## src/rtl/exec_stage_if.sv

```systemverilog
// Decode-to-memory bus of the execute stage: decode inputs, forwarding inputs,
// hazard-unit controls and the M-stage outputs.
interface exec_stage_if #(
  parameter int WIDTH = 32,
  parameter int AW    = 4
);
  logic             stall;
  logic             flush;
  logic             valid_d;
  logic [3:0]       alu_ctrl_d;
  logic [3:0]       cond_d;
  logic             reg_write_d;
  logic             mem_write_d;
  logic             mem_to_reg_d;
  logic             pc_src_d;
  logic             alu_src_d;
  logic [1:0]       flag_write_d;
  logic [WIDTH-1:0] rd1_d;
  logic [WIDTH-1:0] rd2_d;
  logic [WIDTH-1:0] ext_d;
  logic [AW-1:0]    wa_d;
  logic [1:0]       fwd_a;
  logic [1:0]       fwd_b;
  logic [WIDTH-1:0] alu_fwd_m;
  logic [WIDTH-1:0] result_w;

  logic             busy;
  logic             valid_m;
  logic             reg_write_m;
  logic             mem_write_m;
  logic             mem_to_reg_m;
  logic             pc_src_m;
  logic [WIDTH-1:0] alu_result_m;
  logic [WIDTH-1:0] write_data_m;
  logic [AW-1:0]    wa_m;
  logic [3:0]       flags;

  modport master (
    output stall, flush, valid_d, alu_ctrl_d, cond_d, reg_write_d, mem_write_d,
           mem_to_reg_d, pc_src_d, alu_src_d, flag_write_d, rd1_d, rd2_d, ext_d,
           wa_d, fwd_a, fwd_b, alu_fwd_m, result_w,
    input  busy, valid_m, reg_write_m, mem_write_m, mem_to_reg_m, pc_src_m,
           alu_result_m, write_data_m, wa_m, flags
  );

  modport slave (
    input  stall, flush, valid_d, alu_ctrl_d, cond_d, reg_write_d, mem_write_d,
           mem_to_reg_d, pc_src_d, alu_src_d, flag_write_d, rd1_d, rd2_d, ext_d,
           wa_d, fwd_a, fwd_b, alu_fwd_m, result_w,
    output busy, valid_m, reg_write_m, mem_write_m, mem_to_reg_m, pc_src_m,
           alu_result_m, write_data_m, wa_m, flags
  );
endinterface

```

## src/rtl/exec_stage_mc.sv

```systemverilog
// ARM execute stage: E register, forwarding muxes, conditional execution with
// local NZCV, single-cycle ALU and a shift-add multiplier that stalls upstream.
module exec_stage_mc #(
  parameter int WIDTH = 32,
  parameter int AW    = 4
) (
  input logic         clk,
  input logic         reset,
  exec_stage_if.slave bus
);
  localparam int CW = (WIDTH > 1) ? $clog2(WIDTH) : 1;

  localparam logic [3:0] OP_ADD = 4'd0;
  localparam logic [3:0] OP_SUB = 4'd1;
  localparam logic [3:0] OP_AND = 4'd2;
  localparam logic [3:0] OP_ORR = 4'd3;
  localparam logic [3:0] OP_EOR = 4'd4;
  localparam logic [3:0] OP_MOV = 4'd5;
  localparam logic [3:0] OP_MUL = 4'd6;

  typedef enum logic [1:0] {MUL_IDLE, MUL_RUN, MUL_DONE} mul_state_e;

  typedef struct packed {
    logic             valid;
    logic [3:0]       alu_ctrl;
    logic [3:0]       cond;
    logic             reg_write;
    logic             mem_write;
    logic             mem_to_reg;
    logic             pc_src;
    logic             alu_src;
    logic [1:0]       flag_write;
    logic [WIDTH-1:0] rd1;
    logic [WIDTH-1:0] rd2;
    logic [WIDTH-1:0] ext;
    logic [AW-1:0]    wa;
  } e_reg_t;

  typedef struct packed {
    logic             valid;
    logic             reg_write;
    logic             mem_write;
    logic             mem_to_reg;
    logic             pc_src;
    logic [WIDTH-1:0] alu_result;
    logic [WIDTH-1:0] write_data;
    logic [AW-1:0]    wa;
  } m_reg_t;

  e_reg_t           e_q, e_d;
  m_reg_t           m_q, m_d;
  logic [3:0]       flags_q, flags_d;
  mul_state_e       state_q, state_d;
  logic [CW-1:0]    cnt_q, cnt_d;
  logic [WIDTH-1:0] mcand_q, mcand_d;
  logic [WIDTH-1:0] mplier_q, mplier_d;
  logic [WIDTH-1:0] acc_q, acc_d;

  logic [WIDTH-1:0] a_op, b_reg, b_op, alu_res;
  logic [WIDTH:0]   sum_ext, diff_ext;
  logic             alu_c, alu_v, nz_ok, cv_ok;
  logic             cp, mul_start, busy, move, gate;
  logic             fn, fz, fc, fv;

  always_comb begin
    case (bus.fwd_a)
      2'b01:   a_op = bus.result_w;
      2'b10:   a_op = bus.alu_fwd_m;
      default: a_op = e_q.rd1;
    endcase
    case (bus.fwd_b)
      2'b01:   b_reg = bus.result_w;
      2'b10:   b_reg = bus.alu_fwd_m;
      default: b_reg = e_q.rd2;
    endcase
    b_op = e_q.alu_src ? e_q.ext : b_reg;
  end

  assign {fn, fz, fc, fv} = flags_q;

  always_comb begin
    case (e_q.cond)
      4'h0:    cp = fz;
      4'h1:    cp = !fz;
      4'h2:    cp = fc;
      4'h3:    cp = !fc;
      4'h4:    cp = fn;
      4'h5:    cp = !fn;
      4'h6:    cp = fv;
      4'h7:    cp = !fv;
      4'h8:    cp = fc && !fz;
      4'h9:    cp = !fc || fz;
      4'hA:    cp = (fn == fv);
      4'hB:    cp = (fn != fv);
      4'hC:    cp = !fz && (fn == fv);
      4'hD:    cp = fz || (fn != fv);
      4'hE:    cp = 1'b1;
      default: cp = 1'b0;
    endcase
  end

  assign sum_ext  = {1'b0, a_op} + {1'b0, b_op};
  assign diff_ext = {1'b0, a_op} + {1'b0, ~b_op} + (WIDTH+1)'(1);

  // NOTE: every output of a combinational block gets a default first, so no
  // path through the case leaves a value unassigned and infers a latch.
  always_comb begin
    alu_res = '0;
    alu_c   = 1'b0;
    alu_v   = 1'b0;
    nz_ok   = 1'b1;
    cv_ok   = 1'b0;
    case (e_q.alu_ctrl)
      OP_ADD: begin
        alu_res = sum_ext[WIDTH-1:0];
        alu_c   = sum_ext[WIDTH];
        alu_v   = (a_op[WIDTH-1] == b_op[WIDTH-1]) && (sum_ext[WIDTH-1] != a_op[WIDTH-1]);
        cv_ok   = 1'b1;
      end
      OP_SUB: begin
        alu_res = diff_ext[WIDTH-1:0];
        alu_c   = diff_ext[WIDTH];
        alu_v   = (a_op[WIDTH-1] != b_op[WIDTH-1]) && (diff_ext[WIDTH-1] != a_op[WIDTH-1]);
        cv_ok   = 1'b1;
      end
      OP_AND:  alu_res = a_op & b_op;
      OP_ORR:  alu_res = a_op | b_op;
      OP_EOR:  alu_res = a_op ^ b_op;
      OP_MOV:  alu_res = b_op;
      OP_MUL:  alu_res = acc_q;
      default: nz_ok   = 1'b0;
    endcase
  end

  assign mul_start = e_q.valid && cp && (e_q.alu_ctrl == OP_MUL);
  assign busy      = ((state_q == MUL_IDLE) && mul_start) || (state_q == MUL_RUN);

  always_comb begin
    state_d  = state_q;
    cnt_d    = cnt_q;
    mcand_d  = mcand_q;
    mplier_d = mplier_q;
    acc_d    = acc_q;
    case (state_q)
      MUL_IDLE: begin
        if (mul_start && !bus.flush) begin
          mcand_d  = a_op;
          mplier_d = b_op;
          acc_d    = '0;
          cnt_d    = '0;
          state_d  = MUL_RUN;
        end
      end
      MUL_RUN: begin
        if (bus.flush) begin
          state_d = MUL_IDLE;
        end else begin
          if (mplier_q[0]) acc_d = acc_q + mcand_q;
          mcand_d  = mcand_q << 1;
          mplier_d = mplier_q >> 1;
          cnt_d    = cnt_q + CW'(1);
          if (cnt_q == CW'(WIDTH-1)) state_d = MUL_DONE;
        end
      end
      // A stalled DONE keeps its product until the instruction can leave E.
      MUL_DONE: if (bus.flush || !bus.stall) state_d = MUL_IDLE;
      default:  state_d = MUL_IDLE;
    endcase
  end

  // Stall freezes E and sends bubbles to M so nothing retires twice.
  assign move = !busy && !bus.stall;
  assign gate = e_q.valid && cp;

  always_comb begin
    e_d     = e_q;
    m_d     = '0;
    flags_d = flags_q;
    if (bus.flush) begin
      e_d.valid = 1'b0;
    end else if (!bus.stall && !busy) begin
      e_d.valid      = bus.valid_d;
      e_d.alu_ctrl   = bus.alu_ctrl_d;
      e_d.cond       = bus.cond_d;
      e_d.reg_write  = bus.reg_write_d;
      e_d.mem_write  = bus.mem_write_d;
      e_d.mem_to_reg = bus.mem_to_reg_d;
      e_d.pc_src     = bus.pc_src_d;
      e_d.alu_src    = bus.alu_src_d;
      e_d.flag_write = bus.flag_write_d;
      e_d.rd1        = bus.rd1_d;
      e_d.rd2        = bus.rd2_d;
      e_d.ext        = bus.ext_d;
      e_d.wa         = bus.wa_d;
    end
    if (move) begin
      m_d.valid      = e_q.valid;
      m_d.reg_write  = e_q.reg_write && gate;
      m_d.mem_write  = e_q.mem_write && gate;
      m_d.mem_to_reg = e_q.mem_to_reg && e_q.valid;
      m_d.pc_src     = e_q.pc_src && gate;
      m_d.alu_result = alu_res;
      m_d.write_data = b_reg;
      m_d.wa         = e_q.wa;
      if (gate) begin
        if (e_q.flag_write[1] && nz_ok) flags_d[3:2] = {alu_res[WIDTH-1], alu_res == '0};
        if (e_q.flag_write[0] && cv_ok) flags_d[1:0] = {alu_c, alu_v};
      end
    end
  end

  // NOTE: state registers use non-blocking assignments so every flop samples
  // the pre-edge values regardless of process evaluation order.
  always_ff @(posedge clk or negedge reset) begin
    if (!reset) begin
      e_q      <= '0;
      m_q      <= '0;
      flags_q  <= '0;
      state_q  <= MUL_IDLE;
      cnt_q    <= '0;
      mcand_q  <= '0;
      mplier_q <= '0;
      acc_q    <= '0;
    end else begin
      e_q      <= e_d;
      m_q      <= m_d;
      flags_q  <= flags_d;
      state_q  <= state_d;
      cnt_q    <= cnt_d;
      mcand_q  <= mcand_d;
      mplier_q <= mplier_d;
      acc_q    <= acc_d;
    end
  end

  assign bus.busy         = busy;
  assign bus.valid_m      = m_q.valid;
  assign bus.reg_write_m  = m_q.reg_write;
  assign bus.mem_write_m  = m_q.mem_write;
  assign bus.mem_to_reg_m = m_q.mem_to_reg;
  assign bus.pc_src_m     = m_q.pc_src;
  assign bus.alu_result_m = m_q.alu_result;
  assign bus.write_data_m = m_q.write_data;
  assign bus.wa_m         = m_q.wa;
  assign bus.flags        = flags_q;
endmodule

```

## src/flat_wrapper.sv

```systemverilog
// flat-port wrapper written by rule: the top's interface ports become plain ports
module exec_stage_mc_flat 
#(
  parameter int WIDTH = 32,
  parameter int AW    = 4
)
  (clk, reset, bus_stall, bus_flush, bus_valid_d, bus_alu_ctrl_d, bus_cond_d, bus_reg_write_d, bus_mem_write_d, bus_mem_to_reg_d, bus_pc_src_d, bus_alu_src_d, bus_flag_write_d, bus_rd1_d, bus_rd2_d, bus_ext_d, bus_wa_d, bus_fwd_a, bus_fwd_b, bus_alu_fwd_m, bus_result_w, bus_busy, bus_valid_m, bus_reg_write_m, bus_mem_write_m, bus_mem_to_reg_m, bus_pc_src_m, bus_alu_result_m, bus_write_data_m, bus_wa_m, bus_flags);
  exec_stage_if #(.WIDTH(WIDTH), .AW(AW)) bus_i ();
  input logic clk;
  input logic reset;
  input wire logic [$bits(bus_i.stall)-1:0] bus_stall;
  input wire logic [$bits(bus_i.flush)-1:0] bus_flush;
  input wire logic [$bits(bus_i.valid_d)-1:0] bus_valid_d;
  input wire logic [$bits(bus_i.alu_ctrl_d)-1:0] bus_alu_ctrl_d;
  input wire logic [$bits(bus_i.cond_d)-1:0] bus_cond_d;
  input wire logic [$bits(bus_i.reg_write_d)-1:0] bus_reg_write_d;
  input wire logic [$bits(bus_i.mem_write_d)-1:0] bus_mem_write_d;
  input wire logic [$bits(bus_i.mem_to_reg_d)-1:0] bus_mem_to_reg_d;
  input wire logic [$bits(bus_i.pc_src_d)-1:0] bus_pc_src_d;
  input wire logic [$bits(bus_i.alu_src_d)-1:0] bus_alu_src_d;
  input wire logic [$bits(bus_i.flag_write_d)-1:0] bus_flag_write_d;
  input wire logic [$bits(bus_i.rd1_d)-1:0] bus_rd1_d;
  input wire logic [$bits(bus_i.rd2_d)-1:0] bus_rd2_d;
  input wire logic [$bits(bus_i.ext_d)-1:0] bus_ext_d;
  input wire logic [$bits(bus_i.wa_d)-1:0] bus_wa_d;
  input wire logic [$bits(bus_i.fwd_a)-1:0] bus_fwd_a;
  input wire logic [$bits(bus_i.fwd_b)-1:0] bus_fwd_b;
  input wire logic [$bits(bus_i.alu_fwd_m)-1:0] bus_alu_fwd_m;
  input wire logic [$bits(bus_i.result_w)-1:0] bus_result_w;
  output wire logic [$bits(bus_i.busy)-1:0] bus_busy;
  output wire logic [$bits(bus_i.valid_m)-1:0] bus_valid_m;
  output wire logic [$bits(bus_i.reg_write_m)-1:0] bus_reg_write_m;
  output wire logic [$bits(bus_i.mem_write_m)-1:0] bus_mem_write_m;
  output wire logic [$bits(bus_i.mem_to_reg_m)-1:0] bus_mem_to_reg_m;
  output wire logic [$bits(bus_i.pc_src_m)-1:0] bus_pc_src_m;
  output wire logic [$bits(bus_i.alu_result_m)-1:0] bus_alu_result_m;
  output wire logic [$bits(bus_i.write_data_m)-1:0] bus_write_data_m;
  output wire logic [$bits(bus_i.wa_m)-1:0] bus_wa_m;
  output wire logic [$bits(bus_i.flags)-1:0] bus_flags;
  assign bus_i.stall = bus_stall;
  assign bus_i.flush = bus_flush;
  assign bus_i.valid_d = bus_valid_d;
  assign bus_i.alu_ctrl_d = bus_alu_ctrl_d;
  assign bus_i.cond_d = bus_cond_d;
  assign bus_i.reg_write_d = bus_reg_write_d;
  assign bus_i.mem_write_d = bus_mem_write_d;
  assign bus_i.mem_to_reg_d = bus_mem_to_reg_d;
  assign bus_i.pc_src_d = bus_pc_src_d;
  assign bus_i.alu_src_d = bus_alu_src_d;
  assign bus_i.flag_write_d = bus_flag_write_d;
  assign bus_i.rd1_d = bus_rd1_d;
  assign bus_i.rd2_d = bus_rd2_d;
  assign bus_i.ext_d = bus_ext_d;
  assign bus_i.wa_d = bus_wa_d;
  assign bus_i.fwd_a = bus_fwd_a;
  assign bus_i.fwd_b = bus_fwd_b;
  assign bus_i.alu_fwd_m = bus_alu_fwd_m;
  assign bus_i.result_w = bus_result_w;
  assign bus_busy = bus_i.busy;
  assign bus_valid_m = bus_i.valid_m;
  assign bus_reg_write_m = bus_i.reg_write_m;
  assign bus_mem_write_m = bus_i.mem_write_m;
  assign bus_mem_to_reg_m = bus_i.mem_to_reg_m;
  assign bus_pc_src_m = bus_i.pc_src_m;
  assign bus_alu_result_m = bus_i.alu_result_m;
  assign bus_write_data_m = bus_i.write_data_m;
  assign bus_wa_m = bus_i.wa_m;
  assign bus_flags = bus_i.flags;
  exec_stage_mc #(.WIDTH(WIDTH), .AW(AW)) u_core (.clk(clk), .reset(reset), .bus(bus_i));
endmodule
```

## config.mk

```make
export PLATFORM = sky130hd
export DESIGN_NAME = exec_stage_mc_flat
export DESIGN_NICKNAME = d
export VERILOG_FILES = /design/src/rtl/exec_stage_if.sv /design/src/rtl/exec_stage_mc.sv /design/src/flat_wrapper.sv
export SDC_FILE = /design/constraint.sdc
export NUM_CORES = 1
export LEC_CHECK = 0
export CAP_MARGIN = 25
export CELL_PAD_IN_SITES_DETAIL_PLACEMENT = 1
export CELL_PAD_IN_SITES_GLOBAL_PLACEMENT = 1
export CORE_ASPECT_RATIO = 1.2
export CORE_MARGIN = 2
export CORE_UTILIZATION = 45
export CTS_CLUSTER_SIZE = 24
export DETAILED_ROUTE_END_ITERATION = 10
export PLACE_DENSITY = 0.89
export REMOVE_ABC_BUFFERS = 1
export SETUP_SLACK_MARGIN = 0.5
export SLEW_MARGIN = 20
export SYNTH_ARGS = -nofsm -noshare
export SYNTH_HDL_FRONTEND = slang
export SYNTH_SLANG_ARGS = --single-unit
```

## constraint.sdc

```tcl
create_clock -name clk -period 8.21 [get_ports clk]
set_input_delay 0.821 -clock clk [delete_from_list [all_inputs] [get_ports clk]]
set_output_delay 0.821 -clock clk [all_outputs]
set_load 0.01 [all_outputs]
```

==> results of run 1 <==
[layer usage]
| layer | up-vias | track usage |
|---|---|---|
| met5 | - | 0 |
| li1 | 8972 | - |
| met2 | 915 | 0.684 |
| met4 | 2 | 0.216 |
| met3 | 261 | 0.0636 |
| met1 | 10600 | 0.488 |
[worst max-delay path: cells and delay by family]
kind	cells	cell delay, ns
AO/OA/AOI/OAI	10	2.56
AND/OR/NAND/NOR	3	1.63
adder cells (fa/ha/maj)	2	1.25
buffers and inverters	3	1.19
multiplexers	1	0.21
[cell usage in the layout (no fill, tap or decap), types with 9 or more instances in the layout]
master           instances
a2111oi_0               11
and2_1                  24
nor4_1                  11
dfrtp_1                293
nor2b_1                 21
a22o_1                  16
xnor2_1                 30
mux2i_1                 35
a21oi_1                140
a21o_1                  31
o21ai_0                193
inv_1                  121
xor2_1                  10
a221o_1                 29
o31ai_1                 31
nor2_1                 210
clkdlybuf4s50_1        264
a31oi_1                 47
buf_4                   59
or3_1                   10
o221ai_1                13
nand2b_1                27
ha_1                   141
o21bai_1                21
a221oi_1                17
nand3_1                 26
a2bb2oi_1                9
o211ai_1                20
o22ai_1                 24
nor3_1                  38
clkbuf_16               37
mux2_2                 112
a22oi_1                 40
a211oi_1                27
nand2_1                264
o21a_1                  13
[worst paths after layout]
path	from	end	slack, ns	cells after the start
worst max-delay path	bus_fwd_b[1]	u_core.bus.flags[2]$_DFFE_PN0P_	1.02	19
worst min-delay path	reset	u_core.e_q[14]$_DFFE_PN0P_	0.22	1
worst max register to register	u_core.e_q[102]$_DFFE_PN0P_	u_core.bus.flags[2]$_DFFE_PN0P_	2.15	15
worst min register to register	u_core.mplier_q[15]$_DFFE_PN0P_	u_core.mplier_q[15]$_DFFE_PN0P_	0.49	2
max in group asynchronous	reset	u_core.e_q[113]$_DFFE_PN0P_	6.56	2
min in group clk	u_core.mplier_q[15]$_DFFE_PN0P_	u_core.mplier_q[15]$_DFFE_PN0P_	0.49	2
[through the flow]
| step | util | instance area, µm² | std cells | setup slack, ns | total power [mW] |
|---|---|---|---|---|---|
| after floorplan | - | 20000 | 2210 | 0.331 | 3.79 |
| after global placement | 0.531 | 23900 | 3144 | 0.948 | 4.93 |
| after detailed placement | 0.531 | 24000 | 3145 | 0.678 | 5.07 |
| after CTS | 0.556 | 25100 | 3206 | 1.20 | 6.68 |
| after global routing | 0.557 | 25100 | 3210 | 0.826 | 7.05 |
| final | 0.557 | 25100 | 3211 | 1.02 | 6.75 |
[area by class of cell]
| type | instances | area [µm²] |
|---|---|---|
| sequential | 296 | 7410 |
| antenna | 1 | 2.50 |
| tap | 609 | 762 |
| fill | 5145 | 20000 |
| clock buffer | 52 | 1060 |
| clock inverter | 9 | 47.5 |
| multi-input combinational | 1793 | 12200 |
| timing repair buffer | 330 | 3160 |
| inverter | 121 | 454 |
[power by group]
part / internal (mW) / total (mW) / switching, mW / leakage (nW)
Clock: 0.893 / 1.56 / 0.662 / 0.553
Sequential: 1.74 / 1.98 / 0.240 / 3.72
Combinational: 1.19 / 3.21 / 2.02 / 6.66
[synth_stat cells, drive strengths merged (22+ instances only)]
master	number
xnor2	30
inv	121
nand3	26
nand2	265
o21ai	194
clkbuf	129
a31oi	47
ha	142
buf	22
a21o	33
nor3	38
mux2i	35
a22oi	40
a221o	31
nand2b	29
and2	25
mux2	112
nor2	214
a21oi	140
nor2b	22
o31ai	31
dfrtp	296
o22ai	24
a211oi	28
[registers in the layout, indices dropped and copies added, names as in the netlist]
name                     count
u_core.bus.valid_m           1
u_core.bus.mem_write_m       1
u_core.bus.wa_m              4
u_core.bus.pc_src_m          1
u_core.state_q               2
u_core.acc_q                32
u_core.bus.mem_to_reg_m      1
u_core.e_q                 116
u_core.bus.reg_write_m       1
u_core.bus.alu_result_m     32
u_core.bus.write_data_m     32
u_core.cnt_q                 5
u_core.mplier_q             32
u_core.bus.flags             4
u_core.mcand_q              32
[cells by family after synthesis]
family,share of synthesized area
AO/OA/AOI/OAI,0.247
AND/OR/NAND/NOR,0.156
flip-flops,0.359
buffers and inverters,0.0545
multiplexers,0.0781
adder cells (fa/ha/maj),0.0890
XOR/XNOR,0.0170
==> impl_metrics.json, run 1 <==
{
  "status": "finished clean",
  "hold_class": "in -> async",
  "synth_seq_cells": 296,
  "slew_headroom": 0.233,
  "grt_max_degree": 160,
  "clk_path_buf_depth": 3,
  "chipHeight_um": 239,
  "hold_ws_ns": 0.216,
  "final_nets": 2909,
  "cts_hold_repair.buffers": 0,
  "overflow": 0,
  "synth_edf_count": 0,
  "cp.required_ns": 8.68,
  "tightestPinTransition_ns": 1.14,
  "ant_nets": 0,
  "worstSetupStartpointType": "input pin",
  "synthArstFlopShare": 1.00,
  "start_util": 0.457,
  "rsz0062_at_grt": "false",
  "cts_tree": "built",
  "drive_above_1_share": 0.110,
  "antenna_found_initial": 3,
  "max_freq_mhz": 139,
  "dr.first_iter.drc_count": 1461,
  "insertion_delay_ns": 0.56,
  "io-pin-count": 266,
  "yosys_warnings": 0,
  "p_leak_nw": 10.9,
  "routed.top_layer": "met5",
  "core_area_um2": 45100,
  "gp_congestion": 0.997,
  "grt_usage": 0.403,
  "finalClockSkew_ns": 0.0222,
  "wl_met2_um": 46800,
  "grt_first_pass_wirelength_um": 143000,
  "vdd_drop_max_mv": 0.168,
  "slowest_delay_ns": 0.70,
  "cts.repair.resized": 0,
  "clockRootBuffer": "clkbuf_16",
  "yosysSeqAreaShare": 0.359,
  "num_vias": 20800,
  "wl_um": 95500,
  "wl_per_cell_um": 29.7,
  "synth.largest_area_cell": "dfrtp_1",
  "final_max_slew_viol_count": 0,
  "h-tree-depth": 2,
  "post_cts_buffers": 0,
  "fin_setup_tns_ns": 0,
  "clk_pin_slew_ns": 0.06,
  "cp_cell_sequence": "clkdlybuf4s50_1, ha_1, buf_4, a221o_1, o21ai_0, o21ai_0, inv_1, ha_1, or3b_2, a41oi_1, o2111ai_1, a31oi_1, a211oi_1, o31ai_1, mux2i_1, o21ai_0, or4b_1, or4b_1, o21ai_1",
  "grt_pass1_vias": 22900,
  "cts.sinks": 296,
  "finalSetupViolCount": 0,
  "port_buffers": 265,
  "ys_types": 92,
  "arrival_ns": 7.66,
  "power_density_nw_per_um2": 269,
  "synth_area_um2": 20600,
  "wl_met1_um": 37900,
  "dieWidth_um": 199,
  "worstPathMaxFanout": 15,
  "hold_viol": 0,
  "drc": 0,
  "dieArea_um2": 47600,
  "area_growth_pct": 21.7,
  "wl_met3_um": 5580,
  "core.rowCount": 85,
  "dp_hpwl_um": 69300,
  "ys.flop_type": "dfrtp_1",
  "slowest_stage": "ha_1",
  "cap_violations": 0,
  "critPathKind": "in -> reg",
  "numCtsBuffers": 34,
  "cp_common_cell": "o21ai_0",
  "syn_area_per_cell_um2": 8.74,
  "synth_top_area_frac": 0.359,
  "routed_via_density": 6.48,
  "firstDrtPassIters": 6,
  "fin_crit_sh": 0.876,
  "final.min_clock_period_ns": 7.19,
  "endpoint_kind": "flop",
  "syn_inst": 2361,
  "ys_top_cells_by_area": "dfrtp_1 (36%), ha_1 (8.6%), mux2_2 (6.1%)"
}
No activity file was read; power rests on OpenSTA's default activity.
==> inputs of run 2 (changes only) <==
- CAP_MARGIN: 25 -> 20
- CORE_MARGIN: 2 -> 3
- CORE_UTILIZATION: 45 -> 43
- PLACE_DENSITY: 0.89 -> 0.86
- clock period: 8.21 -> 8.25 ns (I/O delays scaled with it)
==> impl_metrics.json, run 2 (synthesized netlist as in run 1, its figures left out) <==
{
  "fill_cells": 5386,
  "largest_register_ffs": 116,
  "num_vias": 20600,
  "multi_input_area_um2": 12200,
  "overflow": 0,
  "drc": 0,
  "core_area_um2": 47200,
  "grt_first_pass_wirelength_um": 137000,
  "ant_nets": 0,
  "path_buf_inv": 5,
  "area_growth_pct": 22.5,
  "worstSetupStartpointType": "input pin",
  "final_max_slew_viol_count": 0,
  "final_cell_mix": "dfrtp_1 (293), nand2_1 (264), clkdlybuf4s50_1 (264)",
  "slew_headroom": 0.185,
  "gp_congestion": 1.01,
  "cts_tree": "built",
  "cp_common_cell": "o21ai_0",
  "antenna_found_initial": 5,
  "finalSetupViolCount": 0,
  "dieArea_um2": 50600,
  "grt_usage": 0.355,
  "wl_per_cell_um": 28.6,
  "cap_violations": 0,
  "dr.first_iter.drc_count": 1536,
  "cp_cell_sequence": "clkdlybuf4s50_1, inv_1, ha_1, buf_4, buf_4, a221o_1, o21ai_0, o21ai_0, inv_1, ha_1, or3b_2, a41oi_1, o2111ai_1, a31oi_1, a211oi_1, o31ai_1, mux2i_1, o21ai_0, or4b_1, or4b_1, o21ai_1",
  "final_common_cell": "dfrtp_1",
  "fin_setup_tns_ns": 0,
  "cts.sinks": 296,
  "final.min_clock_period_ns": 7.17,
  "grt_pass1_vias": 22100,
  "tightestPinTransition_ns": 1.21,
  "cts_hold_repair.buffers": 0,
  "fin_util": 0.535,
  "io-pin-count": 266,
  "cts.repair.resized": 0,
  "rsz0062_at_grt": "false",
  "endpoint_kind": "flop",
  "max_freq_mhz": 139,
  "worstPathMaxFanout": 21,
  "top_register": "u_core.e_q",
  "port_buffers": 265,
  "ff_latch_area_um2": 7410,
  "finalClockSkew_ns": 0.0174,
  "numCtsBuffers": 34,
  "cp.required_ns": 8.72,
  "clk_path_buf_depth": 3,
  "drive_above_1_share": 0.110,
  "status": "finished clean",
  "start_util": 0.437,
  "dieWidth_um": 206,
  "dp_hpwl_um": 68300,
  "clockRootBuffer": "clkbuf_16",
  "slowest_delay_ns": 0.74,
  "insertion_delay_ns": 0.56,
  "firstDrtPassIters": 5,
  "chipHeight_um": 246,
  "hold_class": "in -> async",
  "p_leak_nw": 11.0,
  "wl_um": 92000,
  "core.rowCount": 87,
  "clk_pin_slew_ns": 0.06,
  "critPathKind": "in -> reg",
  "routed_via_density": 6.39,
  "fin_crit_sh": 0.869,
  "grt_max_degree": 158,
  "vdd_drop_max_mv": 0.160,
  "crit_family": "compound AO/OA/AOI/OAI gates",
  "final_nets": 2906,
  "hold_viol": 0,
  "post_cts_buffers": 0,
  "power_density_nw_per_um2": 269,
  "arrival_ns": 7.64,
  "slowest_stage": "clkdlybuf4s50_1",
  "h-tree-depth": 2
}
[run 2: cell count changes in the layout (fill, tap and decap cells not counted)]
cell	delta
inv_8	+1
nor2_2	+1
clkinv_2	-2
nor2_4	-1
clkbuf_4	-1
buf_2	-3
nor4_1	+1
nor4_2	-1
clkbuf_8	-2
clkinvlp_4	+2
buf_12	+1
bufinv_16	+6
clkbuf_1	-4
[run 2: worst register-to-register path: stages, from the launching register on]
cell       delay, ns
dfrtp_2         0.80
nand2b_1        0.46
o221ai_1        0.36
ha_1            0.64
nor2_1          0.08
a221oi_1        0.58
a2111oi_0       0.23
buf_4           0.20
nor3_1          0.96
o21bai_1        0.36
mux2i_1         0.23
a2bb2oi_1       0.24
nand3_1         0.10
or4b_1          0.48
o21ai_1         0.16
[run 2: path summary, 6_finish.rpt]
path / startpoint / cells past startpoint / endpoint / slack, ns
worst max register to register: u_core.e_q[102]$_DFFE_PN0P_ / 14 / u_core.bus.flags[2]$_DFFE_PN0P_ / 2.30
worst max-delay path: bus_fwd_b[0] / 21 / u_core.bus.flags[2]$_DFFE_PN0P_ / 1.08
min in group clk: u_core.mplier_q[5]$_DFFE_PN0P_ / 2 / u_core.mplier_q[5]$_DFFE_PN0P_ / 0.48
worst min-delay path: reset / 1 / u_core.bus.flags[1]$_DFFE_PN0P_ / 0.22
max in group asynchronous: reset / 2 / u_core.e_q[48]$_DFFE_PN0P_ / 6.58
worst min register to register: u_core.mplier_q[5]$_DFFE_PN0P_ / 2 / u_core.mplier_q[5]$_DFFE_PN0P_ / 0.48
[run 2: final cells by class]
type,instances,area share
repair buffers,327,0.125
clock inverters,16,0.00966
diodes,1,0.0000990
inverters,121,0.0180
flip-flops and latches,296,0.293
clock buffers,46,0.0404
well taps,623,0.0309
multi-input cells,1793,0.483
[run 2: routing by layer]
metal,track usage,share of wire,up-vias
li1,-,-,8963
met1,0.443,0.40,10500
met2,0.603,0.49,862
met3,0.0655,0.063,248
met4,0.146,0.046,6
met5,0,0.00038,-
[run 2: metrics by stage]
step / cells / hold WS, ns / power, mW / worst slack, ns / area, µm²
2_1_floorplan: 2210 / 0.449 / 3.77 / 0.371 / 20000
3_3_place_gp: 3159 / 0.459 / 4.89 / 0.807 / 24000
3_5_place_dp: 3159 / 0.469 / 5.00 / 0.628 / 24000
4_1_cts: 3221 / 0.220 / 6.76 / 1.24 / 25200
5_1_grt: 3222 / 0.244 / 7.15 / 0.863 / 25300
6_report: 3223 / 0.217 / 6.81 / 1.08 / 25300
[run 2: where the power goes]
group	switching (mW)	internal (mW)
logic	1.94	1.18
clock network	0.665	1.06
registers	0.235	1.73
